## src/rtl/iter_div_pkg.sv

```systemverilog
// Shared state encodings and sizing constants for the iterative divider.
package iter_div_pkg;

  localparam int unsigned DIV_WIDTH   = 32;
  localparam int unsigned DIV_LATENCY = DIV_WIDTH + 1;

  typedef enum logic [1:0] {
    DIV_IDLE = 2'd0,
    DIV_CALC = 2'd1,
    DIV_DONE = 2'd2
  } div_state_e;

endpackage

```

## src/rtl/iter_div_step.sv

```systemverilog
// One radix-2 restoring division step: shift {r,q} left and try subtracting the divisor.
module iter_div_step #(
  parameter int unsigned WIDTH = 32
) (
  input  logic [WIDTH-1:0] r,
  input  logic [WIDTH-1:0] q,
  input  logic [WIDTH-1:0] d,
  output logic [WIDTH-1:0] r_next,
  output logic [WIDTH-1:0] q_next
);

  logic [WIDTH:0] shifted;
  logic [WIDTH:0] trial;

  // r < d keeps the trial inside WIDTH+1 bits, so its top bit is the sign
  assign shifted = {r, q[WIDTH-1]};
  assign trial   = shifted - {1'b0, d};

  always_comb begin
    r_next = shifted[WIDTH-1:0];
    q_next = {q[WIDTH-2:0], 1'b0};
    if (!trial[WIDTH]) begin
      r_next = trial[WIDTH-1:0];
      q_next = {q[WIDTH-2:0], 1'b1};
    end
  end

endmodule

```

## src/rtl/iter_div.sv

```systemverilog
// Iterative restoring divider (DIV/DIVU) with one-cycle div_complete pulse.
// Optional early-out for trivial quotients when DIV_EARLY_OUT_EN is defined.
module iter_div
  import iter_div_pkg::*;
#(
  parameter int unsigned WIDTH = DIV_WIDTH
) (
  input  logic             clk,
  input  logic             reset,
  input  logic             div,
  input  logic             div_signed,
  input  logic             cancel,
  input  logic [WIDTH-1:0] dividend,
  input  logic [WIDTH-1:0] divisor,
  output logic             busy,
  output logic             div_complete,
  output logic [WIDTH-1:0] quotient,
  output logic [WIDTH-1:0] remainder
);

  localparam int unsigned CW = (WIDTH > 1) ? $clog2(WIDTH) : 1;

  div_state_e       state;
  logic [CW-1:0]    count;
  logic [WIDTH-1:0] r_q;
  logic [WIDTH-1:0] q_q;
  logic [WIDTH-1:0] d_mag;
  logic             q_neg;
  logic             r_neg;

  logic [WIDTH-1:0] a_mag;
  logic [WIDTH-1:0] b_mag;
  logic             start_q_neg;
  logic             start_r_neg;
  logic [WIDTH-1:0] step_r;
  logic [WIDTH-1:0] step_q;
  logic [WIDTH-1:0] q_fix;
  logic [WIDTH-1:0] r_fix;

  // Operand magnitudes; -0x80..0 wraps to itself and is read as unsigned
  assign a_mag       = (div_signed && dividend[WIDTH-1]) ? WIDTH'(-dividend) : dividend;
  assign b_mag       = (div_signed && divisor[WIDTH-1])  ? WIDTH'(-divisor)  : divisor;
  assign start_q_neg = div_signed & (dividend[WIDTH-1] ^ divisor[WIDTH-1]);
  assign start_r_neg = div_signed & dividend[WIDTH-1];

  iter_div_step #(.WIDTH(WIDTH)) u_step (
    .r      (r_q),
    .q      (q_q),
    .d      (d_mag),
    .r_next (step_r),
    .q_next (step_q)
  );

  // Sign fix applied to the final step so results land in the DONE cycle
  assign q_fix = q_neg ? WIDTH'(-step_q) : step_q;
  assign r_fix = r_neg ? WIDTH'(-step_r) : step_r;

`ifdef DIV_EARLY_OUT_EN
  logic             early;
  logic [WIDTH-1:0] early_q;

  assign early   = (b_mag == '0) || (a_mag < b_mag);
  assign early_q = (b_mag == '0) ? '1 : '0;
`endif

  always_ff @(posedge clk) begin
    if (!reset) begin
      state        <= DIV_IDLE;
      count        <= '0;
      busy         <= 1'b0;
      div_complete <= 1'b0;
      quotient     <= '0;
      remainder    <= '0;
      r_q          <= '0;
      q_q          <= '0;
      d_mag        <= '0;
      q_neg        <= 1'b0;
      r_neg        <= 1'b0;
    end else begin
      div_complete <= 1'b0;
      unique case (state)
        DIV_IDLE: begin
          if (div && !cancel) begin
            r_q   <= '0;
            q_q   <= a_mag;
            d_mag <= b_mag;
            q_neg <= start_q_neg;
            r_neg <= start_r_neg;
            count <= '0;
            busy  <= 1'b1;
`ifdef DIV_EARLY_OUT_EN
            if (early) begin
              state        <= DIV_DONE;
              div_complete <= 1'b1;
              quotient     <= start_q_neg ? WIDTH'(-early_q) : early_q;
              remainder    <= dividend;
            end else begin
              state <= DIV_CALC;
            end
`else
            state <= DIV_CALC;
`endif
          end
        end
        DIV_CALC: begin
          if (cancel) begin
            state <= DIV_IDLE;
            busy  <= 1'b0;
          end else begin
            r_q   <= step_r;
            q_q   <= step_q;
            count <= count + CW'(1);
            if (count == CW'(WIDTH - 1)) begin
              state        <= DIV_DONE;
              div_complete <= 1'b1;
              quotient     <= q_fix;
              remainder    <= r_fix;
            end
          end
        end
        DIV_DONE: begin
          state <= DIV_IDLE;
          busy  <= 1'b0;
        end
        default: begin
          state <= DIV_IDLE;
          busy  <= 1'b0;
        end
      endcase
    end
  end

endmodule
```

## config.mk

```make
export PLATFORM = sky130hd
export DESIGN_NAME = iter_div
export DESIGN_NICKNAME = d
export VERILOG_FILES = /design/src/rtl/iter_div_pkg.sv /design/src/rtl/iter_div_step.sv /design/src/rtl/iter_div.sv
export SDC_FILE = /design/constraint.sdc
export NUM_CORES = 1
export LEC_CHECK = 0
export BUFFER_PORTS_ARGS = -buffer_cell sky130_fd_sc_hd__buf_4
export CAP_MARGIN = 20
export CORE_MARGIN = 4
export CORE_UTILIZATION = 45
export CTS_CLUSTER_DIAMETER = 30
export CTS_CLUSTER_SIZE = 16
export DETAILED_ROUTE_END_ITERATION = 16
export GPL_TIMING_DRIVEN = 0
export PLACE_DENSITY = 0.7
export SYNTH_ARGS = -nofsm -noshare
export SYNTH_HDL_FRONTEND = slang
export SYNTH_SLANG_ARGS = --single-unit
```

## constraint.sdc

```tcl
create_clock -name clk -period 7.3 [get_ports clk]
set_input_delay 0.73 -clock clk [delete_from_list [all_inputs] [get_ports clk]]
set_output_delay 0.73 -clock clk [all_outputs]
set_load 0.01 [all_outputs]
```

* Word-level counts from Yosys, hierarchy flattened
Cells that the tools add are included.
W data, S select, Z words.
** Storage, ports and cells
- Bits in registers :: 171
- Output and inout bits :: 66
- Input port bits :: 69
** Cells by class
- Bitwise logic cells :: 6
- $add $sub $neg :: 6
- Multiplexer cells :: 23
- Reductions and logical operators :: 12
- Equal/unequal tests :: 6
** Operators by type and width (count)
- $mux W32 :: 9
- $neg A32 Y32 :: 4
- $pmux W32 S2 :: 2
- $sub A33 B32 Y33 :: 1
- $mux W5 :: 2
- $pmux W5 S2 :: 1
- $mux W2 :: 3
- $ne A2 B2 Y1 const B :: 3
- $reduce_and A2 Y1 :: 3
- $reduce_and A3 Y1 :: 2
- $add A5 B1 Y5 const B :: 1
- $eq A5 B5 Y1 const B :: 1
- $mux W1 :: 4
- $pmux W2 S2 :: 1
- $logic_and A1 B1 Y1 :: 3
- $ne A3 B3 Y1 const B :: 1
- $not A1 Y1 :: 3
- $reduce_or A3 Y1 :: 1
- $and A1 B1 Y1 :: 2
- $eq A2 B1 Y1 const B :: 1
- $logic_not A2 Y1 :: 1
- $pmux W1 S2 :: 1
- $reduce_bool A2 Y1 :: 1
- $logic_not A1 Y1 :: 1
- $xor A1 B1 Y1 :: 1

* Logic depth before layout (Yosys ltp)
- Depth after elaboration :: 4
- Mapped depth :: 25
- Gate-level depth less buffers :: 22

* Cells and area by module
Synthesis repeated with hierarchy kept, for this count alone.
** Unflattened totals
- Cells, all modules :: 1437
- Area total of the unflattened synthesis :: 11617.4 um^2
** Modules (own cells, without submodules)
- iter_div :: seq. area each 3423.3 um^2, cells an instance 1101, area an instance 9026.2 um^2, instances 1
- iter_div_step :: seq. area each 0.0 um^2, cells an instance 336, area an instance 2591.2 um^2, instances 1

* Worst setup path after synthesis
OpenSTA, ideal clock, no wires.
- Path kind :: register -> register
- Start point :: register q_q[31]
- End point :: register quotient[26]
- Arrival :: 4594 ps
- Required time :: 7230 ps
- Path slack :: 2635 ps
- Library setup time :: 70 ps
- Buffers on the path :: 3
- Stages on the path, launching flop included :: 22
- Cells stage by stage :: dfxtp_1 inv_1 ha_1 fa_1 nor2b_1 o31a_4 o211ai_4 a2111oi_4 o21ai_1 and2_4 inv_4 buf_2 buf_2 buf_2 ha_1 nand3_1 or3_1 or3_1 o31ai_1 and3_1 o21ai_0 a21oi_1
** On the way
- Cells in the longest elaborated chain, start to end :: 4
** RTL lines
- start: declaration :: RTL line iter_div.sv:26 : logic [WIDTH-1:0] q_q;
- start signal: assignment :: RTL line iter_div.sv:85 : q_q <= a_mag;
- start signal: assignment :: RTL line iter_div.sv:111 : q_q <= step_q;
- $sub A33 B32 Y33 :: RTL line iter_div_step.sv:17 : assign trial = shifted - {1'b0, d};
- $mux W1 :: RTL line iter_div_step.sv:22 : if (!trial[WIDTH]) begin
- $neg A32 Y32 :: RTL line iter_div.sv:55 : assign q_fix = q_neg ? WIDTH'(-step_q) : step_q;
- $mux W32 :: RTL line iter_div.sv:55
- end signal: assignment :: RTL line iter_div.sv:116 : quotient <= q_fix;
- end: declaration :: RTL line iter_div.sv:17 : output logic [WIDTH-1:0] quotient,
No other way between the ends.
A chain may end at the register's enable or synchronous reset.

* Final worst setup path
- Start point :: register q_q[31]
- End point :: register remainder[30]
** On the way
- Cells in the longest elaborated chain, start to end :: 4
** RTL lines
- $sub A33 B32 Y33 :: RTL line iter_div_step.sv:17
- $mux W32 * :: RTL line iter_div_step.sv:22
- $neg A32 Y32 :: RTL line iter_div.sv:56 : assign r_fix = r_neg ? WIDTH'(-step_r) : step_r;
- $mux W32 * :: RTL line iter_div.sv:56
- end signal: assignment :: RTL line iter_div.sv:117 : remainder <= r_fix;
- end: declaration :: RTL line iter_div.sv:18 : output logic [WIDTH-1:0] remainder
Mark *: on every way between the ends. The rest lies on a longest branch, timed or not.

==> impl_metrics.tcl <==
set metrics [dict create \
    netlist.top_cell.by_area "dfxtp_1" \
    yosysUniqueCellTypes 77 \
    crit_type "reg2reg" \
    final_core_util_pct 54.5 \
    p_per_area_nw_per_um2 181 \
    path_buf_inv 4 \
    initial_core_util_pct 46.2 \
    die_y_um 167 \
    mostFrequentLayoutCells "nor2_1, dfxtp_1, nand2_1" \
    cts_buffer_depth 2 \
    worstSetupStartpointType "flop" \
    synth_mux_area_share_pct 1.60 \
    grt_pass1_vias 10900 \
    place.port_buffers 133 \
    yosys.area_share.simple_pct 22.5 \
    drive_gt1_share_pct 12.4 \
    fill_cells 2367 \
    tightestPinTransition_ns 1.06 \
    ys_warn_count 0 \
    seq_area_frac_synth_pct 30.2 \
    grt_setup_unrepaired "no" \
    synth_fp_nets 1626 \
    cts.sinks 171 \
    hold_viol 0 \
    multi_input_area_um2 7340 \
    ys_ff_latch 171 \
    report.final.slew_viol_count 0 \
    syn2layout_area_growth_pct 17.8 \
    min-delay-path-class "reg2reg" \
    antenna_found_initial 1 \
    route.detailed.drc 0 \
    io_pins 135 \
    cts_hold_buf 0 \
    synth_edf_count 0 \
    synth_xor_area_share_pct 9.65 \
    dp_hpwl_um 31000 \
    routed_wl_um 38900 \
    synth_top_family_by_area "compound AO/OA/AOI/OAI gates" \
    num_rows 57 \
    status "finished clean" \
    path_cells "inv_1, ha_1, fa_1, nor2b_1, o31a_4, o211ai_4, a2111oi_4, o21ai_1, and2_4, inv_4, buf_2, buf_1, nor2_1, a21oi_1, ha_1, nor3b_1, nand2b_1, o21a_1, o21bai_1, nand2b_2, o31ai_1, xor2_1, o21ai_1" \
    post-route-min-period_ns 6.02 \
    maxCapViolCount 0 \
    cts_setup_buffers 0 \
    crit_path_end_kind "flop" \
    syn_avg_cell_area_um2 7.47 \
    design.core.area_um2 24500 \
    vias 12000 \
    clock_latency_ns 0.44 \
    die_width_um 167 \
    synthAdderAreaFrac_pct 4.37 \
    grt_max_degree 20 \
    synth_compound_area_share_pct 26.6 \
    finalClockSkew_ns 0.0161 \
    min_period_over_period_pct 82.4 \
    cts_tree "yes" \
    htreeDepth 4 \
    syn_area_um2 11300 \
    vias_per_cell 5.98 \
    synthTopCellsByArea "dfxtp_1, nor2_1, a21oi_1" \
    leakage_nw 5.35 \
    synthFlopType "dfxtp_1" \
    root_buffer "clkbuf_16" \
    ant_nets 0 \
    antennaDiodeCount 0 \
    dieArea_um2 27800 \
    register_area_um2 3420 \
    crit_slowest_cell "buf_1" \
    layout_setup_ws_ns 1.28 \
    vdd_ir_drop_max_v 0.000132 \
    relSlewSlack_pct 28.7 \
    wire_per_inst_um 19.3 \
    grtUsageTotal_pct 26.8 \
    gp_congestion 0.992 \
    grt_pass1_wl_um 60800 \
    r2r_setup_slack_ns 1.28 \
    nNetsFinal 1779 \
    preCtsSetupSlack_ns 1.51 \
    synthCells 1518 \
    final_common_cell "nor2_1" \
    path_clk_slew_ns 0.08 \
    cts_resized 0 \
    max_freq_mhz 166 \
    dr.pass1.iters 5 \
    synthArstFlopShare_pct 0 \
    synth_top_area_share_pct 30.2 \
    setup_violations 0 \
    drt-initial-drc-count 1088 \
    cts_buffers 17 \
    cp.required_ns 7.63 \
    fin_setup_tns_ns 0 \
    path_delay_family "compound AO/OA/AOI/OAI gates" \
    critPathMaxStageDelay_ns 0.51 \
    power.total_mw 2.42 \
    cp_max_fo 10 \
    grt_overflow 0 \
    cp.arrival_ns 6.34 \
]
-- logic make-up (layout without fill, tap and decap cells) --
group           after synthesis  after routing
compound gates              462            462
xor+xnor                    125            125
fa+ha+maj                    39             39
buf+inv                     146            312
flops                       171            171
mux                          18             18
simple gates                557            557
-- flip-flops by register name (all words and copies together) (netlist names) --
| signal | count |
|---|---|
| busy | 1 |
| count | 5 |
| d_mag | 32 |
| div_complete | 1 |
| q_neg | 1 |
| q_q | 32 |
| quotient | 32 |
| r_neg | 1 |
| r_q | 32 |
| remainder | 32 |
| state | 2 |
-- synthesized netlist by cell type, types with 21 or more instances --
cell / number
o21ai_0: 85
xor2_1: 67
or3_1: 34
xnor2_1: 58
a21oi_1: 142
dfxtp_1: 171
o31ai_1: 21
nor2_1: 234
clkbuf_1: 67
nor3_1: 28
a211oi_1: 81
inv_1: 57
nand2_1: 147
ha_1: 38
-- per-stage QoR --
stage	std cells	cell area (um2)	hold slack [ns]
global placement	1975	12700	0.437
finish	2008	13400	0.453
detailed placement	1976	12800	0.442
global route	2008	13400	0.471
floorplan	1518	11300	0.440
CTS	2008	13400	0.452
-- worst reg2reg max path, cell delays in order (launching register included) --
cell	delay, ns
dfxtp_1	0.38
inv_1	0.08
ha_1	0.25
fa_1	0.41
nor2b_1	0.21
o31a_4	0.22
o211ai_4	0.15
a2111oi_4	0.42
o21ai_1	0.20
and2_4	0.22
inv_4	0.14
buf_2	0.30
buf_1	0.52
nor2_1	0.09
a21oi_1	0.26
ha_1	0.28
nor3b_1	0.37
nand2b_1	0.09
o21a_1	0.25
o21bai_1	0.22
nand2b_2	0.24
o31ai_1	0.30
xor2_1	0.22
o21ai_1	0.08
-- report_power, final --
part | total, mW | internal, mW | switching (mW)
clock | 0.938 | 0.473 | 0.464
sequential | 0.988 | 0.959 | 0.0296
combinational | 0.490 | 0.178 | 0.312
total | 2.42 | 1.61 | 0.805
-- layer usage --
metal	part of all wire (%)	vias to the layer above	global-route usage, %
li1	-	5713	-
met1	44	5645	38.0
met2	44	578	42.1
met3	8.5	76	3.86
met4	2.8	2	8.93
met5	0.033	-	0
-- path summary, 6_finish.rpt --
kind | startpoint | end | depth (start not counted)
min reg2reg | remainder[25]$_SDFFE_PN0P_ | remainder[25]$_SDFFE_PN0P_ | 2
max reg2reg | q_q[31]$_SDFFE_PN0P_ | remainder[30]$_SDFFE_PN0P_ | 23
min | remainder[25]$_SDFFE_PN0P_ | remainder[25]$_SDFFE_PN0P_ | 2
max | q_q[31]$_SDFFE_PN0P_ | remainder[30]$_SDFFE_PN0P_ | 23
-- layout make-up --
type | instances | share of cell area, %
Buffer | 87 | 2.70
Tap cell | 324 | 3.03
Timing Repair Buffer | 134 | 7.53
Clock buffer | 18 | 3.29
Clock inverter | 14 | 1.29
Sequential cell | 171 | 25.6
Inverter | 59 | 1.68
Multi-Input combinational cell | 1201 | 54.9
No activity file was read; power rests on OpenSTA's default activity.
